$ cat src/rtl/rf_issue_arbiter.sv
// rf_issue_arbiter
//   Picks at most one eligible head per cycle from the integer issue queue (IQ)
//   or the load/store queue (LSQ), pops it, and registers the payload, valid bit
//   and memory-type bit for the single register-read stage. Arbitration is
//   weighted round-robin: a two-state preference machine plus a burst counter
//   give the preferred side up to its weight in consecutive contended grants.
//
// Ports
//   CLK                    clock, rising edge
//   RESET                  synchronous, active-low reset
//   FREEZE                 pipeline stall: no pops, all state held
//   FLUSH                  kills the output slot, resets preference (beats FREEZE)
//   IQ_empty/IQ_head_rdy   IQ occupancy and head operand readiness
//   IQ_popData             IQ head payload
//   LSQ_empty/LSQ_head_rdy LSQ occupancy and head address readiness
//   LSQ_popData            LSQ head payload
//   Mem_busy               data cache busy; LSQ ineligible
//   IQ_pop/LSQ_pop         combinational pop strobes
//   IQLSQ_popData_OUT      registered selected payload
//   Valid_Instruction_OUT  registered valid
//   Mem_Instruction_OUT    registered, 1 = payload came from LSQ
//   Pref_state             debug: 0 = PREF_IQ, 1 = PREF_LSQ
module rf_issue_arbiter #(
  parameter int DATA_WIDTH = 137,
  parameter int IQ_WEIGHT  = 2,
  parameter int LSQ_WEIGHT = 1,
  parameter int BURST_W    = 4
) (
  input  logic                  CLK,
  input  logic                  RESET,
  input  logic                  FREEZE,
  input  logic                  FLUSH,
  input  logic                  IQ_empty,
  input  logic                  IQ_head_rdy,
  input  logic [DATA_WIDTH-1:0] IQ_popData,
  input  logic                  LSQ_empty,
  input  logic                  LSQ_head_rdy,
  input  logic [DATA_WIDTH-1:0] LSQ_popData,
  input  logic                  Mem_busy,
  output logic                  IQ_pop,
  output logic                  LSQ_pop,
  output logic [DATA_WIDTH-1:0] IQLSQ_popData_OUT,
  output logic                  Valid_Instruction_OUT,
  output logic                  Mem_Instruction_OUT,
  output logic                  Pref_state
);

  typedef enum logic {
    PREF_IQ  = 1'b0,
    PREF_LSQ = 1'b1
  } pref_e;

  // Weights widened by one bit so burst+1 can be compared without overflow.
  localparam logic [BURST_W:0] IQ_W_C  = (BURST_W+1)'(IQ_WEIGHT);
  localparam logic [BURST_W:0] LSQ_W_C = (BURST_W+1)'(LSQ_WEIGHT);

  pref_e                 state_q, state_d;
  logic [BURST_W-1:0]    burst_q, burst_d;
  logic [DATA_WIDTH-1:0] data_q, data_d;
  logic                  valid_q, valid_d;
  logic                  mem_q, mem_d;

  logic             iq_el, lsq_el, go;
  logic [BURST_W:0] burst_inc;
  logic [BURST_W:0] cur_weight;

  // RESET gates the pops so nothing leaves a queue on the clearing edge.
  assign iq_el  = !IQ_empty && IQ_head_rdy;
  assign lsq_el = !LSQ_empty && LSQ_head_rdy && !Mem_busy;
  assign go     = RESET && !FREEZE && !FLUSH;

  assign burst_inc  = {1'b0, burst_q} + 1'b1;
  assign cur_weight = (state_q == PREF_IQ) ? IQ_W_C : LSQ_W_C;

  always_comb begin
    IQ_pop  = 1'b0;
    LSQ_pop = 1'b0;
    state_d = state_q;
    burst_d = burst_q;
    if (go) begin
      if (state_q == PREF_IQ) begin
        if (iq_el)       IQ_pop  = 1'b1;
        else if (lsq_el) LSQ_pop = 1'b1;
      end else begin
        if (lsq_el)      LSQ_pop = 1'b1;
        else if (iq_el)  IQ_pop  = 1'b1;
      end
      // Only contended cycles count toward the burst; the preferred side
      // always wins them, so no extra grant check is needed.
      if (iq_el && lsq_el) begin
        if (burst_inc == cur_weight) begin
          state_d = (state_q == PREF_IQ) ? PREF_LSQ : PREF_IQ;
          burst_d = '0;
        end else begin
          burst_d = burst_inc[BURST_W-1:0];
        end
      end
    end
  end

  always_comb begin
    valid_d = IQ_pop || LSQ_pop;
    mem_d   = LSQ_pop;
    data_d  = '0;
    if (IQ_pop)       data_d = IQ_popData;
    else if (LSQ_pop) data_d = LSQ_popData;
  end

  always_ff @(posedge CLK) begin
    if (!RESET) begin
      state_q <= PREF_IQ;
      burst_q <= '0;
      valid_q <= 1'b0;
      mem_q   <= 1'b0;
      data_q  <= '0;
    end else if (FLUSH) begin
      // Payload is left alone; valid=0 makes it dead.
      state_q <= PREF_IQ;
      burst_q <= '0;
      valid_q <= 1'b0;
      mem_q   <= 1'b0;
    end else if (!FREEZE) begin
      state_q <= state_d;
      burst_q <= burst_d;
      valid_q <= valid_d;
      mem_q   <= mem_d;
      data_q  <= data_d;
    end
  end

  assign IQLSQ_popData_OUT     = data_q;
  assign Valid_Instruction_OUT = valid_q;
  assign Mem_Instruction_OUT   = mem_q;
  assign Pref_state            = state_q;

endmodule

$ cat config.mk
export PLATFORM = sky130hd
export DESIGN_NAME = rf_issue_arbiter
export DESIGN_NICKNAME = d
export VERILOG_FILES = /design/src/rtl/rf_issue_arbiter.sv
export SDC_FILE = /design/constraint.sdc
export NUM_CORES = 1
export LEC_CHECK = 0
export CAP_MARGIN = 20
export CORE_AREA = 2 2 167 169
export CTS_BUF_LIST = sky130_fd_sc_hd__clkbuf_16
export DETAILED_ROUTE_END_ITERATION = 16
export DIE_AREA = 0 0 169 171
export DONT_BUFFER_PORTS = 1
export HOLD_SLACK_MARGIN = 0.12
export PLACE_DENSITY_LB_ADDON = 0.12
export SLEW_MARGIN = 20
export SYNTH_ARGS = -nofsm -noshare
export SYNTH_HDL_FRONTEND = slang
export SYNTH_SLANG_ARGS = --single-unit
$ cat constraint.sdc
create_clock -name CLK -period 2.81 [get_ports CLK]
set_clock_uncertainty 0.2 [all_clocks]
set_input_delay 0.562 -clock CLK [delete_from_list [all_inputs] [get_ports CLK]]
set_output_delay 0.562 -clock CLK [all_outputs]
set_load 0.01 [all_outputs]
==> impl_metrics.json, run 1 <==
{
  "gp_congestion": 0.746,
  "die_y_um": 171,
  "die_w_um": 169,
  "synth_nets": 925,
  "syn_inst": 641,
  "ys_ff_latch": 144,
  "status": "aborted with a tool error",
  "num_rows": 61,
  "synth_top_area_share_pct": 52.8,
  "synthesis.area_um2": 5460,
  "stop_stage": "clock tree synthesis (4_1_cts)",
  "yosys.area.top_type": "dfxtp_1",
  "cts_sinks": 144,
  "avgSynthCellArea_um2": 8.52,
  "cts_hold_buf": 197,
  "ios": 425,
  "ys_seq_area_share_pct": 52.8,
  "io_buffers": 0,
  "start_util_pct": 20.0,
  "placed_cells": 947,
  "cts_resized": 0,
  "synth_cell_types": 32,
  "stop_error": "[ERROR RSZ-0060] Max buffer count reached.",
  "h-tree-depth": 4,
  "clockBufferDepth": 2,
  "yosysWarnings": 0,
  "numCtsBuffers": 17,
  "synthTopCellsByArea": "dfxtp_1 (53%), nand2_1 (19%), a22oi_1 (19%)",
  "dp_hpwl_um": 12900,
  "post-cts-setup-buffers": 0,
  "clockRootBuffer": "clkbuf_16",
  "placed_area_um2": 5780
}
-- logic make-up after synthesis --
family,count (synthesis),synth area share (%)
AO/OA/AOI/OAI,149,20.7
flip-flops,144,52.8
XOR/XNOR,2,0.321
AND/OR/NAND/NOR,298,21.6
adder cells (fa/ha/maj),1,0.229
buffers and inverters,47,4.42
-- synthesized netlist by cell type, drive strengths merged --
library cell / number
or3b: 3
and3b: 1
nand2b: 2
nand3: 1
a2bb2oi: 1
nand3b: 3
a211oi: 2
buf: 26
o211a: 1
a22o: 2
a22oi: 137
nand4b: 1
xnor2: 1
a21bo: 1
a32o: 1
ha: 1
xor2: 1
nor3: 2
a41oi: 1
nor2b: 1
nor2: 5
nand2: 275
dfxtp: 144
a21oi: 2
o21a: 1
and3: 1
clkbuf: 21
nor4: 1
nor3b: 2
-- metrics by stage --
| step | util, % | setup slack, ps |
|---|---|---|
| 3_5_place_dp | 21.2 | 269 |
| 3_3_place_gp | 21.2 | 294 |
| 2_1_floorplan | - | 500 |
==> run 2, diff against run 1 <==
==> config.mk (replaced) <==
export PLATFORM = sky130hd
export DESIGN_NAME = rf_issue_arbiter
export DESIGN_NICKNAME = d
export VERILOG_FILES = /design/src/rtl/rf_issue_arbiter.sv
export SDC_FILE = /design/constraint.sdc
export NUM_CORES = 1
export LEC_CHECK = 0
export CAP_MARGIN = 20
export CORE_MARGIN = 2
export CORE_UTILIZATION = 20
export DETAILED_ROUTE_END_ITERATION = 16
export DONT_BUFFER_PORTS = 1
export PLACE_DENSITY_LB_ADDON = 0.15
export SLEW_MARGIN = 20
export SYNTH_ARGS = -nofsm -noshare
export SYNTH_HDL_FRONTEND = slang
export SYNTH_SLANG_ARGS = --single-unit
==> run 2 against run 1 <==
The flow now finishes without violations. Synthesized cell count stayed put. Area after synthesis stayed put.
==> impl_metrics.json, run 2 <==
{
  "final_hold_viol_count": 0,
  "worstPathRequired_ps": 2050,
  "reg2reg_slack_ps": 690,
  "slew_headroom_pct": 60.8,
  "nFillCells": 2893,
  "irDropWorstVdd_mv": 0.354,
  "cts_hold_buf": 0,
  "yosys.area_share.simple_pct": 21.6,
  "status": "completed",
  "antenna_left": 0,
  "clk_latency_ps": 400,
  "die_y_um": 169,
  "startpoint_type": "input port",
  "numCtsBuffers": 17,
  "power_density_nw_per_um2": 717,
  "io_buffers": 0,
  "core_region_area_um2": 26900,
  "yosysMostFrequentCell": "nand2_1",
  "cp_max_fo": 7,
  "gr-total-overflow": 0,
  "dieArea_um2": 28700,
  "synthTopCellsByArea": "dfxtp_1 (53%), nand2_1 (19%), a22oi_1 (19%)",
  "cts_resized": 0,
  "worstMarginPinSlew_ps": 588,
  "post-cts-setup-buffers": 0,
  "h-tree-depth": 4,
  "synth_top_family_by_area": "simple AND/OR/NAND/NOR gates",
  "synth_compound_area_share_pct": 20.7,
  "yosysWarnings": 0,
  "grt_use_total_pct": 11.0,
  "diodes": 0,
  "end_kind": "output pin",
  "mostFrequentLayoutCells": "nand2_1 (275), dfxtp_1 (144), a22oi_1 (137)",
  "slowest_stage": "a211oi_4",
  "synth_mux_area_share_pct": 0,
  "drc": 0,
  "grt_pass1_wl_um": 24300,
  "synth_edf_count": 0,
  "cp_slowest_stage_delay_ps": 530,
  "cap_violations": 0,
  "synth_commonest_cells": "nand2_1 (275), dfxtp_1 (144), a22oi_1 (137)",
  "nNetsFinal": 904,
  "largest_reg_flops": 137,
  "synthAdderAreaFrac_pct": 0.229,
  "synth_nets": 925,
  "async_flop_share_pct": 0,
  "p_leak_nw": 2.74,
  "path_class": "in -> out",
  "finalSetupViolations": 0,
  "antenna_found_initial": 0,
  "drtPass1Iterations": 5,
  "rsz0062_at_grt": "no",
  "ys_ff_latch": 144,
  "die_w_um": 169,
  "hp-class": "in -> reg",
  "gp_congestion": 0.797,
  "avgSynthCellArea_um2": 8.52,
  "clk_pin_slew_ps": 70,
  "fin_hold_ws_ps": 79.4,
  "cts_sinks": 144,
  "drt-total-wl_um": 16600,
  "tns_ps": 0,
  "clockBufferDepth": 2,
  "start_util_pct": 20.3,
  "timing.fmax_mhz": 435,
  "cts_tree": "yes",
  "cp.arrival_ps": 1540,
  "area_delta_synth_final_pct": 16.7,
  "drive_above_1_share_pct": 6.65,
  "synth_cell_types": 32,
  "ios": 425,
  "clockRootBuffer": "clkbuf_16",
  "path_buf_inv": 0,
  "routed_via_density": 4.60,
  "critPathTopFamily": "compound AO/OA/AOI/OAI gates",
  "synthXorXnorAreaFrac_pct": 0.321,
  "syn_inst": 641,
  "dp_hpwl_um": 12400,
  "dr.first_iter.drc_count": 179,
  "num_rows": 60,
  "finalMaxSlewViolations": 0,
  "yosys.area.top_type": "dfxtp_1",
  "worstPathCellList": "or3b_1 > a211oi_4",
  "finalCritPeriodShare_pct": 81.8,
  "final_common_cell": "nand2_1",
  "synthesis.area_um2": 5460,
  "synth_flop_cell": "dfxtp_1",
  "post_drt_wl_per_cell_um": 17.1,
  "grt_pass1_vias": 4439,
  "period_needed_ps": 2300,
  "ys_seq_area_share_pct": 52.8,
  "num_vias": 4474,
  "synth_top_area_share_pct": 52.8,
  "grt_max_degree": 138
}
==> run 2: through the flow <==
stage	total power [mW]	instance area (um2)	setup slack, ps	cells	util, %
floorplan	2.29	5460	500	641	-
global placement	2.33	5790	370	942	21.5
detailed placement	2.33	5790	317	942	21.5
CTS	4.69	6380	508	973	23.7
global route	4.80	6380	476	973	23.7
finish	4.57	6380	512	973	23.7
==> run 2: logic make-up (layout without fill, tap and decap cells) <==
| group | after synthesis | in the layout |
|---|---|---|
| and+or+nand+nor | 298 | 298 |
| AOI/OAI and AO/OA | 149 | 149 |
| DFF | 144 | 144 |
| buffers and inverters | 47 | 38 |
| xor gates and xnor gates | 2 | 2 |
| adders and majority gates | 1 | 1 |
==> run 2: final timing paths <==
kind | start | to | cells after the start
worst max-delay path | FREEZE | IQ_pop | 2
worst min-delay path | IQ_popData[100] | IQLSQ_popData_OUT[100] | 2
worst max register to register | burst_q[0] | burst_q[1] | 5
worst min register to register | IQLSQ_popData_OUT[81] | IQLSQ_popData_OUT[81] | 2
==> run 2: power by group <==
part           switching [mW]  total, mW  internal, mW
Sequential             0.0636       2.16          2.09
Combinational          0.0824      0.122        0.0398
Clock                   0.892       2.29          1.40
==> run 2: layer usage <==
metal | global-route usage, % | up-vias | wire length [um]
met2 | 19.7 | 249 | 8600
met3 | 4.48 | 26 | 1540
met5 | 0 | - | 0
met1 | 11.0 | 2033 | 5990
met4 | 5.17 | 0 | 477
li1 | - | 2166 | -
==> run 2: cell type report <==
class	instances	area, um2	share of cell area (%)
clock inverters	12	158	2.47
multi-input cells	450	2360	37.0
repair buffers	7	115	1.80
flip-flops and latches	144	2880	45.2
clock buffers	19	433	6.79
well taps	341	427	6.69
(Power assumes the default switching activity.)
==> patch 1, RTL diff (settings of run 2) <==
`BURST_W`: 4 -> 6.
--- a/src/rtl/rf_issue_arbiter.sv
+++ b/src/rtl/rf_issue_arbiter.sv
@@ -26,3 +26,3 @@
   parameter int LSQ_WEIGHT = 1,
-  parameter int BURST_W    = 4
+  parameter int BURST_W    = 6
 ) (
Behaviour: same outputs for any inputs over 4 cycles, from zero or initial values and one cycle with RESET low; that may be too few to reach the edited logic, so the function may still have changed.
==> patch 1 against run 2 <==
Design area increased by 7.9%. Critical endpoint unchanged. First-iteration DRC count increased by 91%. Sequential cell count increased by 2. Sequential share of layout area decreased by 2.7 points. Synthesized area increased by 9.5%. Routed wire length increased by 17%. Total power increased by 4.7%. Highest routed layer unchanged. Clock power decreased by 2%. Worst setup slack got worse by 0.12 ns.
==> patch 1: results (changes against run 2) <==
* Synthesized-area fraction occupied by adder cells: 0.209% (-0.020 points)
- Xor and xnor fraction of the mapped netlist area: 0.732% (+0.41 points)
- On the critical path, the stage with the largest delay is an instance of sky130_fd_sc_hd__or3b_1.
- The post-detailed-placement cell area was 6300 µm² (+9.0%).
- Aggregate global-route resource usage: 11.5% (+0.50 points)
- Synthesized-area fraction occupied by ao, oa, aoi and oai cells: 41.2% (+21 points)
* Worst-path fanout max: 74 (+67)
- Switching pwr: 1240 µW (+19%)
* Outcome: finished, final reports clean
* Number of nets in the finished design: 917 (+1.4%)
- The slew at the pin closest to its max-slew limit was 0.611 ns (+0.0234 ns).
- Yosys warning count: 0 (unchanged)
* Dpl hpwl: 13.6 mm (+9.6%)
* Global-route wire length before repair: 27.9 mm (+15%)
* Area contributors post-synth: sky130_fd_sc_hd__dfxtp_1 (49%), sky130_fd_sc_hd__a22oi_1 (17%), sky130_fd_sc_hd__a21oi_1 (12%)
* Power per cell area: 696 nW/µm² (-3.0%)
- CP max stage delay: 0.41 ns (-0.12 ns)
- The startpoint identified for the worst hold timing path is RESET.
* Static leakage: 0.00209 µW (-24%)
- The startpoint identified for the worst register-to-register timing path is burst_q[0].
- The synthesized netlist net count is 967 (+4.5%).
* Detailed-route wire length per cell: 18.8 µm (+10%)
* Final weighted congestion of routability-driven global placement: 0.797 (unchanged)
* First element of the critical path: FREEZE
* Fill cell instance count of the final layout: 3221 (+11%)
- Fraction of final layout cells sized beyond drive strength 1: 6.81% (+0.17 points)
* Type of the tightest min-delay check: in2reg
* Post-synthesis sequential area ratio: 48.8% (-3.9 points)
* Synth cell count leaders: sky130_fd_sc_hd__dfxtp_1 (146), sky130_fd_sc_hd__a21oi_1 (139), sky130_fd_sc_hd__a22oi_1 (137), sky130_fd_sc_hd__o21ai_0 (137), sky130_fd_sc_hd__clkbuf_1 (50)
- The number of DRC markers after the initial detailed-route iteration is 342 (+91%).
- The largest net degree at the start of global routing is 148 (+7.2%).
- The data arrival time of the critical path came to 1.65 ns (+0.11 ns).
- The via count of the first global-routing pass is 4874 (+9.8%).
* Gate family responsible for the most delay along the worst path: simple AND/OR/NAND/NOR gates
- Max rail drop VDD: 0.320 mV (-9.6%)
- The mux contribution to synthesized area came to 0.523% (+0.52 points).
- Mean cell area of the mapped netlist: 8.76 µm² (+2.8%)
* Final cell count without fillers: 1036 (+6.5%)
- The average via count per standard cell was 5.00 (+8.7%).
## patch 1: per-layer routing
metal  up-vias  track usage (%)  share of wire, %
li1       2502                -                 -
met1      2395             12.6                38
met2       260             20.4                53
met3        22             3.99               7.7
met4         0             3.99               1.8
met5         -                0                 0
## patch 1: final timing paths
path	to	slack, ns
setup / recovery	IQ_pop	0.39
hold / removal	IQLSQ_popData_OUT[101]	0.09
setup reg to reg	Pref_state	0.56
hold reg to reg	Mem_Instruction_OUT	0.32
## patch 1: metrics by stage
step / worst slack, ns / total power (µW)
after global placement: 0.396 / 2580
after CTS: 0.384 / 4890
after global routing: 0.343 / 5030
after detailed placement: 0.382 / 2580
final: 0.394 / 4790
after floorplan: 0.604 / 2530
## patch 1: logic make-up (layout without fill, tap and decap cells)
logic type	count (synthesis)	after routing
AOI/OAI and AO/OA	419	419
xor gates and xnor gates	5	5
adders and majority gates	1	1
buffers and inverters	77	40
DFF	146	146
muxes	3	3
and+or+nand+nor	32	32
## patch 1: layout make-up
class | instances | share of cell area, %
sequential | 146 | 42.5
clock buffer | 20 | 6.63
tap | 390 | 7.09
multi-input combinational | 460 | 40.1
inverter | 1 | 0.0545
timing repair buffer | 7 | 1.85
clock inverter | 12 | 1.78
## patch 1: power groups by stage
stage | logic [µW] | registers, µW | clock network, µW
2_1_floorplan | 196 | 2330 | 0
4_1_cts | 214 | 2320 | 2350
6_report | 214 | 2320 | 2250
3_5_place_dp | 214 | 2370 | 0
3_3_place_gp | 205 | 2370 | 0
5_1_grt | 248 | 2330 | 2450
==> patch 2, RTL diff (settings of run 2) <==
Made on the original files. Reset style: asynchronous (`RESET`), changed in one clocked block. Comments in the files are not updated.
--- a/src/rtl/rf_issue_arbiter.sv
+++ b/src/rtl/rf_issue_arbiter.sv
@@ -108,3 +108,3 @@
 
-  always_ff @(posedge CLK) begin
+  always_ff @(posedge CLK or negedge RESET) begin
     if (!RESET) begin
Check against the original RTL: differs if RESET is asserted again (counterexample within 4 cycles, from zero or initial values and one cycle with RESET low); with RESET held inactive, the same outputs for 4 cycles.
==> patch 2 against run 2 <==
The flow now finishes with violations (hold timing). Design area rose by 16%. Largest cell class unchanged. Routed wire length is 15% higher. Register-to-register slack lost 0.07 ns. Sequential cell count stayed put. Synthesized area is 16% higher. Worst setup slack lost 0.28 ns.
Power is not compared: it rests on default switching activity, and its combinational part moved more than twofold at a synthesized area within 25%.
==> patch 2: results (changes against run 2) <==
- Type of the tightest min-delay check: in2async
* Routed wire length: 19.2 mm (+15%)
- The number of buffers on the longest clock path is 2 (unchanged).
- Largest net degree at the start of global routing: 147 (+6.5%)
* Dpl hpwl: 13.3 mm (+7.3%)
- Number of hold buffers added after CTS: 1 (+1)
- Final critical-path required period: 2.58 ns (+0.284 ns)
* Post-Place Worst Slack: 0.518 ns (+0.201 ns)
- Data arrival, critical path: 1.82 ns (+0.28 ns)
- The post-detailed-placement cell area is 6760 µm² (+17%).
- The run finished, with violations left.
* Area contributors post-synth: sky130_fd_sc_hd__dfrtp_1 (57%), sky130_fd_sc_hd__a22o_1 (19%), sky130_fd_sc_hd__a21o_1 (16%)
* Tightest hold margin: -0.370 ns (-0.449 ns)
- End of the worst register-to-register path: IQLSQ_popData_OUT[41]
- Of the total power, registers draw 46.7%.
- First element of the critical path: Pref_state
- Number of nets produced by synthesis: 786 (-15%)
* Synth cell count leaders: sky130_fd_sc_hd__dfrtp_1 (144), sky130_fd_sc_hd__a21o_1 (138), sky130_fd_sc_hd__a22o_1 (137)
- The antenna cell count is 0 (unchanged).
* Yosys warning count: 0 (unchanged)
- The unique cell type count in the Yosys netlist was 28 (-13%).
- The number of DRC markers after the initial detailed-route iteration is 160 (-11%).
- Drt first pass iters: 4 (-1)
- Fraction of final layout cells sized beyond drive strength 1: 9.02% (+2.4 points)
* Least-Margin Pin Slew: 0.860 ns (+0.272 ns)
- Clock insertion delay at the later pin of the skew report: 0.42 ns (+0.02 ns)
- Final cell count without fillers: 901 (-7.4%)
- Fraction of synthesis flops using an asynchronous set or reset pin: 100% (+100 points)
* Library cell contributing the largest single delay on the critical path: sky130_fd_sc_hd__dfrtp_1
* H-tree Lvls: 4 (unchanged)
- Post-CTS Repair Setup Buffers: 0 (unchanged)
- Switching pwr: 1200 µW
* Global-route wire length before repair: 28.1 mm (+15%)
- Hold Fails Final Rpt: 144 (+144)
* Worst-path fanout max: 38 (+31)
- The average via count per standard cell came to 4.97 (+8.0%).
- Gate family responsible for the most delay along the worst path: simple AND/OR/NAND/NOR gates
* Number of nets in the finished design: 770 (-15%)
* Static leakage: 0.00434 µW
- The sequential element share of the synthesized area was 56.9% (+4.1 points).
- The mean cell area of the mapped netlist is 12.6 µm² (+48%).
* Register-to-register path setup slack: 0.62 ns (-0.07 ns)
- Worst setup endpoint: LSQ_pop
- The layout filler cell count is 3334 (+15%).
- The total routing usage reported by global routing is 11.2% (+0.24 points).
- The via count of the first global-routing pass is 4749 (+7.0%).
- Depth of the worst register-to-register path: 6 (+1)
- Final weighted congestion of routability-driven global placement: 0.758 (-4.9%)
* Total instance count after detailed placement: 868 (-7.9%)
* CP max stage delay: 0.54 ns
- Violated checks: hold timing
==> patch 2: kinds of logic (layout without fill, tap and decap cells) <==
| logic type | count (synthesis) | count (layout) | share of synthesized area, % |
|---|---|---|---|
| simple gates | 22 | 22 | 2.25 |
| fa+ha+maj | 1 | 1 | 0.197 |
| compound gates | 283 | 283 | 36.2 |
| xor+xnor | 3 | 3 | 0.415 |
| flops | 144 | 144 | 56.9 |
| buf+inv | 49 | 46 | 4.09 |
==> patch 2: layout make-up <==
class | count | area, µm² | area share (%)
Clock buffer | 24 | 502 | 6.79
Clock inverter | 8 | 126 | 1.71
Inverter | 3 | 11.3 | 0.152
Multi-Input combinational cell | 309 | 2500 | 33.8
Sequential cell | 144 | 3600 | 48.7
Tap cell | 402 | 503 | 6.80
Timing Repair Buffer | 11 | 148 | 2.00
==> patch 2: per-layer routing <==
metal	vias up	global-route usage (%)	wire length, µm
met5	-	0	0
met4	0	5.19	478
met3	35	3.79	1720
met2	285	19.3	9640
met1	2266	12.4	7330
li1	1889	-	-
